`config.mk`:
```
export PLATFORM = sky130hd
export DESIGN_NAME = mig_tt_scheduler
export DESIGN_NICKNAME = d
export VERILOG_FILES = /design/src/rtl/mig_tt_scheduler.sv
export SDC_FILE = /design/constraint.sdc
export NUM_CORES = 1
export LEC_CHECK = 0
export CAP_MARGIN = 30
export CORE_ASPECT_RATIO = 1.5
export CORE_UTILIZATION = 50
export DETAILED_ROUTE_END_ITERATION = 6
export PLACE_DENSITY = 0.78
export REMOVE_ABC_BUFFERS = 1
export SLEW_MARGIN = 20
export SYNTH_ARGS = -nofsm -noshare
export SYNTH_HDL_FRONTEND = slang
export SYNTH_SLANG_ARGS = --single-unit
```
`constraint.sdc`:
```
create_clock -name clk -period 10.1 [get_ports clk]
set_input_delay 2.02 -clock clk [delete_from_list [all_inputs] [get_ports clk]]
set_output_delay 2.02 -clock clk [all_outputs]
set_load 0.02 [all_outputs]
```
`src/rtl/mig_tt_scheduler.sv`:
```
// Time-multiplexed MAJ3 evaluator: sweeps a small MIG node program over all 128
// input patterns, builds the truth table, then compares it with tt_exp. Optional macro: MIG_INV_EN.
module mig_tt_scheduler #(
    parameter int MAX_NODES = 8,
    parameter int SEL_W     = 4
) (
    input  logic               clk,
    input  logic               rst,
    input  logic               cfg_we,
    input  logic [2:0]         cfg_node,
    input  logic [SEL_W-1:0]   cfg_sel_a,
    input  logic [SEL_W-1:0]   cfg_sel_b,
    input  logic [SEL_W-1:0]   cfg_sel_c,
    input  logic [2:0]         cfg_inv,
    input  logic [3:0]         num_nodes,
    input  logic [127:0]       tt_exp,
    input  logic               start,
    output logic               busy,
    output logic               done,
    output logic               err,
    output logic               match,
    output logic [127:0]       tt
);

    localparam int K_W = $clog2(MAX_NODES);

    typedef enum logic [1:0] {
        S_IDLE = 2'd0,
        S_EVAL = 2'd1,
        S_DONE = 2'd2
    } state_t;

    state_t                 state_q, state_d;
    logic [6:0]             p_q, p_d;
    logic [K_W-1:0]         k_q, k_d;
    logic [3:0]             n_q, n_d;
    logic [MAX_NODES-1:0]   w_q, w_d;
    logic [127:0]           tt_q, tt_d;
    logic                   err_q, err_d;
    logic                   match_q, match_d;
    logic                   busy_q, busy_d;
    logic                   done_q, done_d;

    logic [SEL_W-1:0]       sel_a_q [MAX_NODES];
    logic [SEL_W-1:0]       sel_b_q [MAX_NODES];
    logic [SEL_W-1:0]       sel_c_q [MAX_NODES];
    logic [SEL_W-1:0]       sel_a_d [MAX_NODES];
    logic [SEL_W-1:0]       sel_b_d [MAX_NODES];
    logic [SEL_W-1:0]       sel_c_d [MAX_NODES];
`ifdef MIG_INV_EN
    logic [2:0]             inv_q [MAX_NODES];
    logic [2:0]             inv_d [MAX_NODES];
`else
    logic                   unused_cfg_inv;
    assign unused_cfg_inv = ^cfg_inv;
`endif

    logic [MAX_NODES-1:0]   slot_we;
    logic [2:0]             op_v;
    logic                   maj_v;
    logic                   illegal;
    logic [4:0]             fwd_lim;
    logic                   last_node;

    // The program store is frozen for the whole run; writes only land in IDLE.
    genvar gi;
    generate
        for (gi = 0; gi < MAX_NODES; gi++) begin : g_slot_we
            assign slot_we[gi] = cfg_we && (state_q == S_IDLE) && (cfg_node == K_W'(gi));
        end
    endgenerate

    function automatic logic operand_value(input logic [SEL_W-1:0]     sel,
                                           input logic [6:0]           pat,
                                           input logic [MAX_NODES-1:0] w);
        logic v;
        if (sel == '0)
            v = 1'b0;
        else if (sel < SEL_W'(8))
            v = pat[3'(sel - SEL_W'(1))];
        else
            v = w[sel[K_W-1:0]];
        return v;
    endfunction

    assign fwd_lim   = 5'd8 + 5'(k_q);
    assign last_node = ({1'b0, k_q} == (n_q - 4'd1));

    always_comb begin
        op_v[0] = operand_value(sel_a_q[k_q], p_q, w_q);
        op_v[1] = operand_value(sel_b_q[k_q], p_q, w_q);
        op_v[2] = operand_value(sel_c_q[k_q], p_q, w_q);
`ifdef MIG_INV_EN
        op_v = op_v ^ inv_q[k_q];
`endif
        maj_v = (op_v[0] & op_v[1]) | (op_v[0] & op_v[2]) | (op_v[1] & op_v[2]);
        // A node may only read strictly earlier nodes; anything else would see stale data.
        illegal = ({1'b0, sel_a_q[k_q]} >= fwd_lim) ||
                  ({1'b0, sel_b_q[k_q]} >= fwd_lim) ||
                  ({1'b0, sel_c_q[k_q]} >= fwd_lim);
    end

    always_comb begin
        state_d = state_q;
        p_d     = p_q;
        k_d     = k_q;
        n_d     = n_q;
        w_d     = w_q;
        tt_d    = tt_q;
        err_d   = err_q;
        match_d = match_q;
        sel_a_d = sel_a_q;
        sel_b_d = sel_b_q;
        sel_c_d = sel_c_q;
`ifdef MIG_INV_EN
        inv_d   = inv_q;
`endif
        for (int i = 0; i < MAX_NODES; i++) begin
            if (slot_we[i]) begin
                sel_a_d[i] = cfg_sel_a;
                sel_b_d[i] = cfg_sel_b;
                sel_c_d[i] = cfg_sel_c;
`ifdef MIG_INV_EN
                inv_d[i]   = cfg_inv;
`endif
            end
        end

        case (state_q)
            S_IDLE: begin
                if (start) begin
                    match_d = 1'b0;
                    if (num_nodes == 4'd0 || num_nodes > 4'(MAX_NODES)) begin
                        err_d   = 1'b1;
                        state_d = S_DONE;
                    end else begin
                        n_d     = num_nodes;
                        tt_d    = '0;
                        err_d   = 1'b0;
                        p_d     = '0;
                        k_d     = '0;
                        state_d = S_EVAL;
                    end
                end
            end
            S_EVAL: begin
                if (illegal) begin
                    err_d   = 1'b1;
                    match_d = 1'b0;
                    state_d = S_DONE;
                end else begin
                    w_d[k_q] = maj_v;
                    if (last_node) begin
                        tt_d[p_q] = maj_v;
                        k_d       = '0;
                        if (p_q == 7'd127)
                            state_d = S_DONE;
                        else
                            p_d = p_q + 7'd1;
                    end else begin
                        k_d = k_q + K_W'(1);
                    end
                end
            end
            S_DONE: begin
                match_d = !err_q && (tt_q == tt_exp);
                state_d = S_IDLE;
            end
            default: state_d = S_IDLE;
        endcase

        busy_d = (state_d != S_IDLE);
        done_d = (state_d == S_DONE);
    end

    always_ff @(posedge clk) begin
        if (rst) begin
            state_q <= S_IDLE;
            p_q     <= '0;
            k_q     <= '0;
            n_q     <= '0;
            w_q     <= '0;
            tt_q    <= '0;
            err_q   <= 1'b0;
            match_q <= 1'b0;
            busy_q  <= 1'b0;
            done_q  <= 1'b0;
            for (int i = 0; i < MAX_NODES; i++) begin
                sel_a_q[i] <= '0;
                sel_b_q[i] <= '0;
                sel_c_q[i] <= '0;
`ifdef MIG_INV_EN
                inv_q[i]   <= '0;
`endif
            end
        end else begin
            state_q <= state_d;
            p_q     <= p_d;
            k_q     <= k_d;
            n_q     <= n_d;
            w_q     <= w_d;
            tt_q    <= tt_d;
            err_q   <= err_d;
            match_q <= match_d;
            busy_q  <= busy_d;
            done_q  <= done_d;
            sel_a_q <= sel_a_d;
            sel_b_q <= sel_b_d;
            sel_c_q <= sel_c_d;
`ifdef MIG_INV_EN
            inv_q   <= inv_d;
`endif
        end
    end

    assign busy  = busy_q;
    assign done  = done_q;
    assign err   = err_q;
    assign match = match_q;
    assign tt    = tt_q;

endmodule

```
==> flow_metrics.py <==
metrics = {
    "status": {
        "status": "finished with violations",
        "violations": "DRC",
    },
    "synthesis": {
        "synth_warnings": 0,
        "postSynth.asyncResetShare": 0,
        "synthTopCellsByArea": "dfxtp_1 (36%), a21oi_1 (11%), mux2i_1 (7.3%)",
        "syn_avg_cell_area_um2": 8.06,
        "synth.distinct_cells": 72,
        "yosys.area.top_type": "dfxtp_1",
        "yosysTopAreaCellShare": 0.362,
        "seq_area_frac_synth": 0.362,
        "synth_edf_count": 0,
        "ys_ff_latch": 252,
        "synthCells": 1728,
        "ys.flop_type": "dfxtp_1",
        "syn_area_um2": 13900,
    },
    "global_route": {
        "grt_max_degree": 105,
        "grt_overflow": 0,
        "grt_usage": 0.312,
        "antenna_found_initial": 1,
        "grt_pass1_wl_mm": 71.8,
        "grt_pass1_vias": 13380,
    },
    "drt": {
        "drc": 75,
        "wl_mm": 45.8,
        "wire_per_inst_um": 20.2,
        "vias": 14249,
        "ant_nets": 0,
        "initialDrtViolationCount": 1189,
        "firstDrtPassIters": 7,
        "via_per_inst": 6.30,
    },
    "layout": {
        "syn_to_final_growth_pct": 27.2,
        "multi_input_area_um2": 8100,
        "fin_nets": 2071,
        "final_common_cell": "a21oi_1",
        "final_cell_mix": "a21oi_1 (294), clkdlybuf4s50_1 (281), dfxtp_1 (251)",
        "drive_above_1_share": 0.0651,
        "nFillCells": 2342,
        "final-seq-area_um2": 5050,
    },
    "clocking": {
        "cts_setup_buffers": 0,
        "worst_skew_pair.late_latency_ns": 0.54,
        "cts_htree_levels": 1,
        "post_cts_resized": 0,
        "cts_made_buffers": 25,
        "root_buffer": "clkbuf_16",
        "cts_tree": "done",
        "cts_sinks": 252,
        "clk_pin_slew_worst_paths_ns": 0.06,
        "postCtsHoldBufs": 0,
        "clock_tree.buffer_depth": 3,
    },
    "setup_path": {
        "cp.arrival_ns": 6.24,
        "crit_family": "simple AND/OR/NAND/NOR gates",
        "endpoint_kind": "flop",
        "cp_slowest_cell": "buf_4",
        "cp.required_ns": 10.55,
        "crit_chain": "buf_4 > mux2i_1 > o22ai_1 > nor2_2 > ha_1 > nand2b_1 > a21o_1 > a21o_1 > a222oi_1 > nand2_1 > nor2_4 > buf_4 > nand4_1 > a21oi_1",
        "path_class": "flop to flop",
        "path_buf_inv": 2,
        "cp_max_fo": 94,
        "cp-start-kind": "flop",
        "slowest_delay_ns": 0.87,
    },
    "floorplanning": {
        "ios": 286,
        "dieWidth_um": 138,
        "fp.dieH_um": 206,
        "core-area_um2": 27300,
        "start_util": 0.510,
        "design.die.area_um2": 28500,
        "rows": 74,
    },
    "flow_run": {
        "drv_cap": 0,
    },
    "sta": {
        "finalHoldViolCount": 0,
        "slew_headroom": 0.317,
        "setup_viol": 0,
        "hold_slack_ns": 0.454,
        "worst_slew_pin_slew_ns": 1.01,
        "final_max_slew_viol_count": 0,
        "max_freq_mhz": 173,
        "fin_tns_setup_ns": 0,
        "fin_crit_ns": 5.79,
        "rsz0062_at_grt": "false",
        "period_share": 0.573,
        "worst_clock_skew_ns": 0.0136,
    },
    "power_and_ir_drop": {
        "power.leakage_nw": 6.85,
        "ir_drop_mv": 0.135,
        "p_per_area_nw_per_um2": 129,
    },
    "placed_design": {
        "gp_congestion": 0.878,
        "portBuffers": 282,
        "dp_hpwl_mm": 31.6,
    },
    "min_path": {
        "hold_path.class": "flop to flop",
    },
}
## cell usage after synthesis (all sizes together) (4+ instances only)
library cell	number
a21oi	294
dfxtp	252
o21ai	144
nand4	135
clkbuf	129
xor2	116
nor2	110
mux2i	103
nand2	103
buf	44
nor4	33
inv	26
nand3	21
nor3	20
nand2b	17
ha	15
xnor2	14
and3	12
mux2	10
o22ai	10
a21o	9
a211oi	7
nor3b	7
o31ai	6
a211o	5
nor2b	5
o22a	5
or2	5
a221oi	4
a22o	4
a32oi	4
mux4	4
or3	4
or3b	4
## tightest hold or removal path, cell delays in order (launching register included)
cell and delay, ns:
dfxtp_1 0.31, nand2_1 0.05, a21oi_1 0.05
## routing by layer
layer | track usage | share of wire | wire (um) | vias up
met5 | 0 | 0 | 0 | -
met1 | 0.357 | 0.37 | 17100 | 6829
met4 | 0.202 | 0.064 | 2930 | 0
met3 | 0.0405 | 0.069 | 3140 | 148
met2 | 0.552 | 0.49 | 22600 | 679
li1 | - | - | - | 6593
## per-stage QoR
stage	area [um^2]	worst slack, ns	std cells	power, mW	utilization
CTS	17600	4.45	2259	2.29	0.646
detailed placement	16800	4.51	2214	1.33	0.615
global placement	16700	4.55	2205	1.32	0.611
finish	17700	4.31	2263	2.28	0.649
global route	17700	4.00	2263	2.37	0.649
floorplan	13200	3.39	1555	1.19	-
## logic make-up after synthesis
family	share of synthesized area
AO/OA/AOI/OAI	0.208
XOR/XNOR	0.0817
adder cells (fa/ha/maj)	0.0143
buffers and inverters	0.0620
flip-flops	0.362
multiplexers	0.0888
AND/OR/NAND/NOR	0.183
## power by group
group,leakage (nW),switching [mW],internal [mW]
Clock,0.422,0.399,0.568
Combinational,4.40,0.170,0.131
Sequential,2.03,0.0105,1.01
## final cells by class
cell class / instances / area share
Clock inverter: 12 / 0.00819
Antenna cell: 1 / 0.000141
Tap cell: 342 / 0.0241
Inverter: 26 / 0.00551
Sequential cell: 252 / 0.285
Timing Repair Buffer: 320 / 0.181
Multi-Input combinational cell: 1277 / 0.457
Clock buffer: 33 / 0.0398
## state kept, by name, summed over array words and instances, names as in the netlist, 3 cells and up
register / count
w_q: 8
sel_c_q: 32
p_q: 7
k_q: 3
sel_a_q: 32
sel_b_q: 32
n_q: 4
tt: 128
## path summary, 6_finish.rpt
| kind | startpoint | to | slack, ns | cells after the start |
|---|---|---|---|---|
| worst max register to register | k_q[0] | tt[23] | 4.31 | 14 |
| worst min register to register | sel_b_q[17] | sel_b_q[17] | 0.45 | 2 |
| worst min-delay path | sel_b_q[17] | sel_b_q[17] | 0.45 | 2 |
| worst max-delay path | k_q[0] | tt[23] | 4.31 | 14 |
Note: power is estimated with default switching activity, not from simulation.
